--- src/rtl/multiport_regfile_sb_pkg.sv ---
// Shared defaults and packed-port slicing helpers for the multiport register file.
package regfile_pkg;

   localparam int unsigned DATA_W_DEF = 32;
   localparam int unsigned ADDR_W_DEF = 5;
   localparam int unsigned DEPTH_DEF  = 1 << ADDR_W_DEF;

   localparam logic [ADDR_W_DEF-1:0] ZERO_REG = '0;

   // Widest flattened port bus and widest single field the helpers handle.
   localparam int unsigned MAX_VEC_W   = 2048;
   localparam int unsigned MAX_FIELD_W = 64;

   // Field idx of width w from a flattened port bus; caller narrows to w bits.
   function automatic logic [MAX_FIELD_W-1:0] port_addr(input logic [MAX_VEC_W-1:0] vec,
                                                        input int unsigned idx,
                                                        input int unsigned w);
      return MAX_FIELD_W'(vec >> (idx * w));
   endfunction

   function automatic logic [MAX_FIELD_W-1:0] port_data(input logic [MAX_VEC_W-1:0] vec,
                                                        input int unsigned idx,
                                                        input int unsigned w);
      return MAX_FIELD_W'(vec >> (idx * w));
   endfunction

endpackage

--- src/rtl/multiport_regfile_sb_if.sv ---
// Decode/writeback-facing bus of the multiport register file with scoreboard.
interface multiport_regfile_sb_if #(
   parameter int unsigned DATA_W = 32,
   parameter int unsigned ADDR_W = 5,
   parameter int unsigned NUM_RD = 2,
   parameter int unsigned NUM_WR = 1
);
   localparam int unsigned DEPTH = 1 << ADDR_W;

   logic [NUM_WR-1:0]        wr_en;
   logic [NUM_WR*ADDR_W-1:0] wr_addr;
   logic [NUM_WR*DATA_W-1:0] wr_data;
   logic [NUM_RD*ADDR_W-1:0] rd_addr;
   logic [NUM_RD*DATA_W-1:0] rd_data;
   logic [NUM_RD-1:0]        rd_busy;
   logic                     iss_en;
   logic [ADDR_W-1:0]        iss_addr;
   logic [DEPTH-1:0]         busy_vec;

   modport master (
      output wr_en, wr_addr, wr_data, rd_addr, iss_en, iss_addr,
      input  rd_data, rd_busy, busy_vec
   );

   modport slave (
      input  wr_en, wr_addr, wr_data, rd_addr, iss_en, iss_addr,
      output rd_data, rd_busy, busy_vec
   );
endinterface

--- src/rtl/multiport_regfile_sb_scoreboard.sv ---
// Busy-bit scoreboard: issue sets, writeback clears, issue wins on collision.
module regfile_scoreboard
   import regfile_pkg::*;
#(
   parameter int unsigned ADDR_W = ADDR_W_DEF,
   parameter int unsigned NUM_RD = 2,
   parameter int unsigned NUM_WR = 1,
   localparam int unsigned DEPTH = 1 << ADDR_W
) (
   input  logic                     clk,
   input  logic                     rst,
   input  logic [NUM_WR-1:0]        wr_en,
   input  logic [NUM_WR*ADDR_W-1:0] wr_addr,
   input  logic [NUM_RD*ADDR_W-1:0] rd_addr,
   input  logic                     iss_en,
   input  logic [ADDR_W-1:0]        iss_addr,
   output logic [DEPTH-1:0]         busy_vec,
   output logic [NUM_RD-1:0]        rd_busy_c
);

   logic [DEPTH-1:0] busy_nxt;

   // Next busy state: clear on any write, then a new producer re-marks its register.
   always_comb begin
      logic [ADDR_W-1:0] wa;
      busy_nxt = busy_vec;
      wa       = '0;
      for (int unsigned i = 0; i < NUM_WR; i++) begin
         wa = ADDR_W'(port_addr(MAX_VEC_W'(wr_addr), i, ADDR_W));
         if (wr_en[i]) busy_nxt[wa] = 1'b0;
      end
      if (iss_en && iss_addr != ADDR_W'(ZERO_REG)) busy_nxt[iss_addr] = 1'b1;
   end

   // Scoreboard state register.
   always_ff @(posedge clk or posedge rst) begin
      if (rst) busy_vec <= '0;
      else     busy_vec <= busy_nxt;
   end

   // Per read port busy lookup from registered state only.
   always_comb begin
      logic [ADDR_W-1:0] ra;
      rd_busy_c = '0;
      ra        = '0;
      for (int unsigned k = 0; k < NUM_RD; k++) begin
         ra           = ADDR_W'(port_addr(MAX_VEC_W'(rd_addr), k, ADDR_W));
         rd_busy_c[k] = (ra != ADDR_W'(ZERO_REG)) && busy_vec[ra];
      end
   end

endmodule

--- src/rtl/multiport_regfile_sb.sv ---
// NUM_RD-read / NUM_WR-write register file with integrated busy scoreboard.
// Optional write-through forwarding to the read ports: define REGFILE_BYPASS_EN.
module multiport_regfile_sb
   import regfile_pkg::*;
#(
   parameter int unsigned DATA_W = DATA_W_DEF,
   parameter int unsigned ADDR_W = ADDR_W_DEF,
   parameter int unsigned NUM_RD = 2,
   parameter int unsigned NUM_WR = 1
) (
   input logic                  clk,
   input logic                  rst,
   multiport_regfile_sb_if.slave bus
);

   localparam int unsigned DEPTH = 1 << ADDR_W;

   logic [DATA_W-1:0]        mem [DEPTH];
   logic [ADDR_W-1:0]        wr_addr_a [NUM_WR];
   logic [DATA_W-1:0]        wr_data_a [NUM_WR];
   logic [ADDR_W-1:0]        rd_addr_a [NUM_RD];
   logic [NUM_RD*DATA_W-1:0] rd_data_c;
   logic [NUM_RD-1:0]        rd_busy_c;
   logic [NUM_RD-1:0]        sb_rd_busy_c;
   logic [DEPTH-1:0]         busy_vec;

   // Unpack the flattened port buses.
   always_comb begin
      for (int unsigned i = 0; i < NUM_WR; i++) begin
         wr_addr_a[i] = ADDR_W'(port_addr(MAX_VEC_W'(bus.wr_addr), i, ADDR_W));
         wr_data_a[i] = DATA_W'(port_data(MAX_VEC_W'(bus.wr_data), i, DATA_W));
      end
      for (int unsigned k = 0; k < NUM_RD; k++) begin
         rd_addr_a[k] = ADDR_W'(port_addr(MAX_VEC_W'(bus.rd_addr), k, ADDR_W));
      end
   end

   // Data array; later (higher-index) ports override earlier ones on the same address.
   always_ff @(posedge clk or posedge rst) begin
      if (rst) begin
         for (int unsigned r = 0; r < DEPTH; r++) mem[ADDR_W'(r)] <= '0;
      end else begin
         for (int unsigned i = 0; i < NUM_WR; i++) begin
            if (bus.wr_en[i] && wr_addr_a[i] != ADDR_W'(ZERO_REG))
               mem[wr_addr_a[i]] <= wr_data_a[i];
         end
      end
   end

   // Combinational read, register 0 hardwired to zero, optional forwarding.
   always_comb begin
      logic [ADDR_W-1:0] ra;
      rd_data_c = '0;
      rd_busy_c = sb_rd_busy_c;
      ra        = '0;
      for (int unsigned k = 0; k < NUM_RD; k++) begin
         ra = rd_addr_a[k];
         rd_data_c[k*DATA_W +: DATA_W] = (ra == ADDR_W'(ZERO_REG)) ? '0 : mem[ra];
`ifdef REGFILE_BYPASS_EN
         for (int unsigned i = 0; i < NUM_WR; i++) begin
            if (ra != ADDR_W'(ZERO_REG) && bus.wr_en[i] && wr_addr_a[i] == ra) begin
               rd_data_c[k*DATA_W +: DATA_W] = wr_data_a[i];
               rd_busy_c[k] = bus.iss_en && (bus.iss_addr == ra);
            end
         end
`endif
      end
   end

   regfile_scoreboard #(
      .ADDR_W (ADDR_W),
      .NUM_RD (NUM_RD),
      .NUM_WR (NUM_WR)
   ) u_scoreboard (
      .clk       (clk),
      .rst       (rst),
      .wr_en     (bus.wr_en),
      .wr_addr   (bus.wr_addr),
      .rd_addr   (bus.rd_addr),
      .iss_en    (bus.iss_en),
      .iss_addr  (bus.iss_addr),
      .busy_vec  (busy_vec),
      .rd_busy_c (sb_rd_busy_c)
   );

   assign bus.rd_data  = rd_data_c;
   assign bus.rd_busy  = rd_busy_c;
   assign bus.busy_vec = busy_vec;

endmodule

--- src/flat_wrapper.sv ---
// flat-port wrapper written by rule: the top's interface ports become plain ports
module multiport_regfile_sb_flat import regfile_pkg::*;
#(
   parameter int unsigned DATA_W = DATA_W_DEF,
   parameter int unsigned ADDR_W = ADDR_W_DEF,
   parameter int unsigned NUM_RD = 2,
   parameter int unsigned NUM_WR = 1
)
  (clk, rst, bus_wr_en, bus_wr_addr, bus_wr_data, bus_rd_addr, bus_iss_en, bus_iss_addr, bus_rd_data, bus_rd_busy, bus_busy_vec);
  multiport_regfile_sb_if #(.DATA_W(DATA_W), .ADDR_W(ADDR_W), .NUM_RD(NUM_RD), .NUM_WR(NUM_WR)) bus_i ();
  input logic clk;
  input logic rst;
  input wire logic [$bits(bus_i.wr_en)-1:0] bus_wr_en;
  input wire logic [$bits(bus_i.wr_addr)-1:0] bus_wr_addr;
  input wire logic [$bits(bus_i.wr_data)-1:0] bus_wr_data;
  input wire logic [$bits(bus_i.rd_addr)-1:0] bus_rd_addr;
  input wire logic [$bits(bus_i.iss_en)-1:0] bus_iss_en;
  input wire logic [$bits(bus_i.iss_addr)-1:0] bus_iss_addr;
  output wire logic [$bits(bus_i.rd_data)-1:0] bus_rd_data;
  output wire logic [$bits(bus_i.rd_busy)-1:0] bus_rd_busy;
  output wire logic [$bits(bus_i.busy_vec)-1:0] bus_busy_vec;
  assign bus_i.wr_en = bus_wr_en;
  assign bus_i.wr_addr = bus_wr_addr;
  assign bus_i.wr_data = bus_wr_data;
  assign bus_i.rd_addr = bus_rd_addr;
  assign bus_i.iss_en = bus_iss_en;
  assign bus_i.iss_addr = bus_iss_addr;
  assign bus_rd_data = bus_i.rd_data;
  assign bus_rd_busy = bus_i.rd_busy;
  assign bus_busy_vec = bus_i.busy_vec;
  multiport_regfile_sb #(.DATA_W(DATA_W), .ADDR_W(ADDR_W), .NUM_RD(NUM_RD), .NUM_WR(NUM_WR)) u_core (.clk(clk), .rst(rst), .bus(bus_i));
endmodule
--- config.mk ---
export PLATFORM = sky130hd
export DESIGN_NAME = multiport_regfile_sb_flat
export DESIGN_NICKNAME = d
export VERILOG_FILES = /design/src/rtl/multiport_regfile_sb_pkg.sv /design/src/rtl/multiport_regfile_sb_if.sv /design/src/rtl/multiport_regfile_sb_scoreboard.sv /design/src/rtl/multiport_regfile_sb.sv /design/src/flat_wrapper.sv
export SDC_FILE = /design/constraint.sdc
export NUM_CORES = 2
export LEC_CHECK = 0
export CAP_MARGIN = 20
export CORE_ASPECT_RATIO = 0.8
export CORE_MARGIN = 1.5
export CORE_UTILIZATION = 40
export DETAILED_ROUTE_END_ITERATION = 7
export PLACE_DENSITY = 0.59
export REMOVE_ABC_BUFFERS = 1
export SLEW_MARGIN = 20
export SYNTH_ARGS = -nofsm -noshare
export SYNTH_HDL_FRONTEND = slang
export SYNTH_SLANG_ARGS = --single-unit
--- constraint.sdc ---
create_clock -name clk -period 107.2 [get_ports clk]
set_input_delay 26.8 -clock clk [delete_from_list [all_inputs] [get_ports clk]]
set_output_delay 26.8 -clock clk [all_outputs]
set_load 0.05 [all_outputs]
==> After elaboration in Yosys (flattened, before gate mapping) <==
Index checks and enable logic that the tools add are counted.
{ "totals": {"regBits": 1056, "latch_bits": 0, "ram_bits": 0, "mem_bits_ro": 0, "input_bits": 56, "output_inout_bits": 98, "wordCells": 83, "memories": 0} }
{ "op_classes": {"add_sub_neg": 0, "mul": 0, "div": 0, "order_cmp": 10, "eq_ne": 0, "n_shift": 0, "n_mux": 21, "n_bitwise": 6, "reduce_logical": 13} }
{ "op_table": {"columns": ["operator", "n"], "rows": [
  ["$bwmux 1024", 1],
  ["$bmux 32 s5", 2],
  ["$mux 32", 9],
  ["$demux 32 s5", 1],
  ["$and 32x32->32", 1],
  ["$not 32->32", 1],
  ["$or 32x32->32", 1],
  ["$lt 5x6->1 const B", 4],
  ["$reduce_bool 5->1", 4],
  ["$ge 6x6->1 const B", 3],
  ["$not 5->6", 3],
  ["$bmux 1 s5", 2],
  ["$demux 1 s5", 2],
  ["$ge 5x1->1 const B", 2],
  ["$logic_not 5->1", 2],
  ["$logic_and 1x1->1", 7],
  ["$lt 6x1->1 const B", 1],
  ["$mux 1", 4]
]} }

==> Longest topological paths before layout <==
{ "depth": {"word_depth": 9, "ltp_mapped": 9, "ltp_nobuf": 4} }

==> By module <==
A second synthesis with hierarchy kept.
{ "hier_totals": {"hier_cells": 3809, "hier_area_um2": 56809.5} }
{ "modules_own_cells": {"columns": ["module", "instances", "cells_per_inst", "area_each_um2", "seq_area_each_um2"], "rows": [
  ["multiport_regfile_sb", 1, 3614, 54892.6, 25624.6],
  ["regfile_scoreboard", 1, 195, 1916.8, 800.8]
]} }

==> Least setup slack after synthesis <==
OpenSTA, ideal clock, no wires.
{ "synth_path": {"kind": "input port to output port", "startpoint": "input port bus_rd_addr[6]", "endpoint": "output port bus_rd_data[51]", "t_arrival_ns": 29.196, "t_required_ns": 80.400, "slack_ns": 51.204, "path_stages": 8, "path_buffers": 4, "path_cell_list": "buf_2 > buf_4 > buf_6 > nor2_1 > buf_2 > a221oi_1 > o21ai_0 > a311oi_1"} }
{ "synth_via": {"elab_chain_cells": 5, "word_cells_on_any_way": 6, "classes_between": "mux: 4; bitwise: 1; reduce/logical: 1"} }
{ "synth_rtl": {"columns": ["element", "line_no", "source"], "rows": [
  ["from (decl)", "flat_wrapper.sv:16", "input wire logic [$bits(bus_i.rd_addr)-1:0] bus_rd_addr;"],
  ["$not 5->6 (not written as such)", "multiport_regfile_sb.sv:58", "rd_data_c[k*DATA_W +: DATA_W] = (ra == ADDR_W'(ZERO_REG)) ? '0 : mem[ra];"],
  ["$bmux 32 s5", "multiport_regfile_sb.sv:58", null],
  ["$mux 32 (not written as such) (2 in a row)", "multiport_regfile_sb.sv:58", null],
  ["$mux 32 (*)", "multiport_regfile_sb.sv:58", null],
  ["to (decl)", "flat_wrapper.sv:19", "output wire logic [$bits(bus_i.rd_data)-1:0] bus_rd_data;"]
]} }
Every way passes the cells marked *; elsewhere a longest branch is shown, timed or not. The select of a mux whose other input is x is not followed.

==> Worst setup path after layout <==
{ "layout_path": {"startpoint": "input port bus_rd_addr[0]", "endpoint": "output port bus_rd_data[31]"} }
The elaborated chain is that of the path after synthesis.

==> results.md <==
* Main combinational cell family by area after synthesis: multiplexers
* P_leak at 26.6 nW
* Setup_tns at 0 ps
* Max FO, Critical Path at 53
* Post-Place Setup Slack at a little under 50000 ps
* DR vias at around 36k
* Gr ovfl total at 0
* GRT Overall Usage at 25.2%
* Largest net degree at the start of global routing at 126
* Post-synthesis cell type count at between 40 and 50
* Std-Cell Rows at 122
* Die Y at approximately 340 µm
* Max rail drop VDD at 0.0000143 V
* Hold Path Class: reg2reg
* MaxCap Viol Count at 0
* Post-Synth XOR/XNOR Area at 0%
* Area share of the largest cell type after synthesis at between 40% and 50%
* Clk slew on worst S/H paths at 60 ps
* Critical Path End Type: output pin
* Flops & latches, synth at 1056
* First-pass GRT wire length at 265 mm
* DRC violations left at 0
* Syn Inst Count at ~3.7k
* Synthesized area at between 50000 and 60000 µm²
* Fin worst setup slack at between 40000 and 50000 ps
* Detailed-route wire length at 179 mm
* Max clock buf depth at 3
* Met2 routed wirelength at 79.9 mm
* Post-CTS sizing at 0
* H-tree Lvls at 3
* Post-route cell area at 62600 µm²
* Final setup skew at 0 ps
* Initial Util at 40.4%
* Commonest non-fill, non-tap cell in the layout: dfrtp_1
* Synth Area in Simple Gates at 1.35%
* GPL Wtd Cong at 0.797
* Met3 wire len at 13.2 mm
* Iter 0 DRT Violations at 3521
* Vias in the first global route at 36.3k
* Arr. time, crit path at 31810 ps
* Worst Setup Path Type: in2out
* TritonCTS clock tree: done
* Initial antenna violation count at 5
* Hold Buf Count CTS at 0
* Status: completed
* Worst-Skew Late Latency at between 700 and 800 ps
* Io pins at 154
* Setup repair bufs after CTS at 0
* Final hold violations at 0
* Syn. warnings at 0
* Sequential share of the synthesized area at 47.1%
* Die footprint at 143000 µm²
* Worst-Margin Slew at approximately 1200 ps
* DRT met1 WL at just over 80 mm
* Core area at 139000 µm²
* Clock Sinks at ~1.1k
* Via-to-Cell Ratio at 6.41
* DP Wirelength at ~96 mm
* Share of layout cells above drive strength 1 at between 40% and 50%
* Area fraction in compound gates after synthesis at 5.13%
* Num CTS Buffers at approximately 110
* # nets final at 3687
* Area share of fa/ha/maj cells after synthesis at 0%
* Clk root buf: clkbuf_16
* Area delta synth->final at 11.6%
* Mux contribution to synthesized area at 42.6%
* WHS Path Cells at 0
* Fin crit share at 54.7%
* Fmax at 17.1 MHz
* Most frequent cells in the layout: 1056 x dfrtp_1, 1013 x mux2_2, 462 x mux4_2, 198 x mux2i_1, 131 x clkdlybuf4s50_1
* Wire length per cell at 32.1 µm
* Layout fillers at around 12k
* Register-to-Register Path Depth at 2
* Max-slew violations at 0
* Die Wd at 422 µm
* Area of placed instances at 58800 µm²
* Worst Path Required at 80400 ps
* Final setup violation count at 0
* Startpoint types: primary input
* Antenna-violating nets left at 0
* Total power divided by cell area at 19.2 nW/µm²
* Synth top area cells: dfrtp_1 47%, mux2_2 20%, mux4_2 19%, mux2i_1 3.5%, clkbuf_1 1.5%
* Pre-antenna DRT Iters at 5
* Fin crit period at 58610 ps
* Max-slew headroom at 22.2%
* Syn Area/Cell at 15.1 µm²
* Uppermost layer routed: met5
* Post-synth top area cell: dfrtp_1
* Unrepaired setup endpoints after global routing: no
* Port buffer count at 153
[stage by stage]
step | std cells | total power [mW] | utilization (%) | hold WS (ps)
after floorplan | 3284 | 0.712 | - | 365
after global placement | 5374 | 0.794 | 42.4 | 378
after detailed placement | 5374 | 0.800 | 42.4 | 382
after CTS | 5583 | 1.21 | 45.1 | 397
after global routing | 5586 | 1.25 | 45.1 | 410
final | 5589 | 1.20 | 45.1 | 395
[worst paths after layout]
path                                                  startpoint                                to  slack [ps]
worst max-delay path                              bus_rd_addr[0]                   bus_rd_data[31]       48590
worst min-delay path                            u_core.mem[1021]                  u_core.mem[1021]         400
worst max register to register  u_core.u_scoreboard.busy_vec[22]  u_core.u_scoreboard.busy_vec[22]      106380
worst min register to register                  u_core.mem[1021]                  u_core.mem[1021]         400
max in group asynchronous                                    rst                  u_core.mem[1020]       77560
min in group asynchronous                                    rst                   u_core.mem[727]       26670
[flip-flops by register name (all words and copies together) (netlist names)]
register,flops
u_core.mem,1024
u_core.u_scoreboard.busy_vec,32
[layout make-up]
| cell class | instances | area [µm²] | share of cell area [%] |
|---|---|---|---|
| inverters | 3 | 23.8 | 0.0380 |
| clock inverters | 47 | 475 | 0.760 |
| multi-input cells | 2225 | 27800 | 44.5 |
| well taps | 1860 | 2330 | 3.72 |
| repair buffers | 232 | 2120 | 3.38 |
| clock buffers | 162 | 3370 | 5.39 |
| diodes | 4 | 10.0 | 0.0160 |
| flip-flops and latches | 1056 | 26400 | 42.2 |
[worst max-delay path, cell delays in order]
cell             delay (ps)
buf_8                   450
buf_4                   640
buf_4                   760
buf_4                   810
mux4_2                  370
mux2i_1                  70
a221o_1                 450
a31oi_1                 380
clkdlybuf4s50_1         890
[kinds of logic (layout without fill, tap and decap cells)]
| logic type | count (synthesis) | after routing |
|---|---|---|
| buffers and inverters | 435 | 444 |
| muxes | 1685 | 1685 |
| DFF | 1056 | 1056 |
| and+or+nand+nor | 142 | 142 |
| AOI/OAI and AO/OA | 398 | 398 |
| other | 0 | 4 |
[synthesized netlist by cell type, drive strengths merged]
cell type  instances
and3               2
nor3b              8
mux2            1025
a22oi             66
nor2              25
mux2i            198
nand2             43
nand3              4
nor3               2
a211oi            33
a31oi             33
nand2b             1
or3b               2
inv                3
dfrtp           1056
mux4             462
buf              205
nor2b             38
o2111ai           13
a221oi            53
or2                3
a21boi             1
clkbuf           227
and2               2
a311oi            33
o21ai            118
and3b              3
a221o             33
a22o              15
nand3b             8
or4                1
[report_power, final]
group / switching (mW) / internal, mW
Clock: 0.171 / 0.237
Combinational: 0.115 / 0.146
Sequential: 0.0593 / 0.475
[layer usage]
| metal | vias to the layer above | global-route usage (%) |
|---|---|---|
| met5 | - | 0 |
| li1 | 14300 | - |
| met2 | 1431 | 37.7 |
| met3 | 278 | 5.10 |
| met4 | 4 | 6.58 |
| met1 | 19800 | 37.2 |
(Power assumes the default switching activity.)
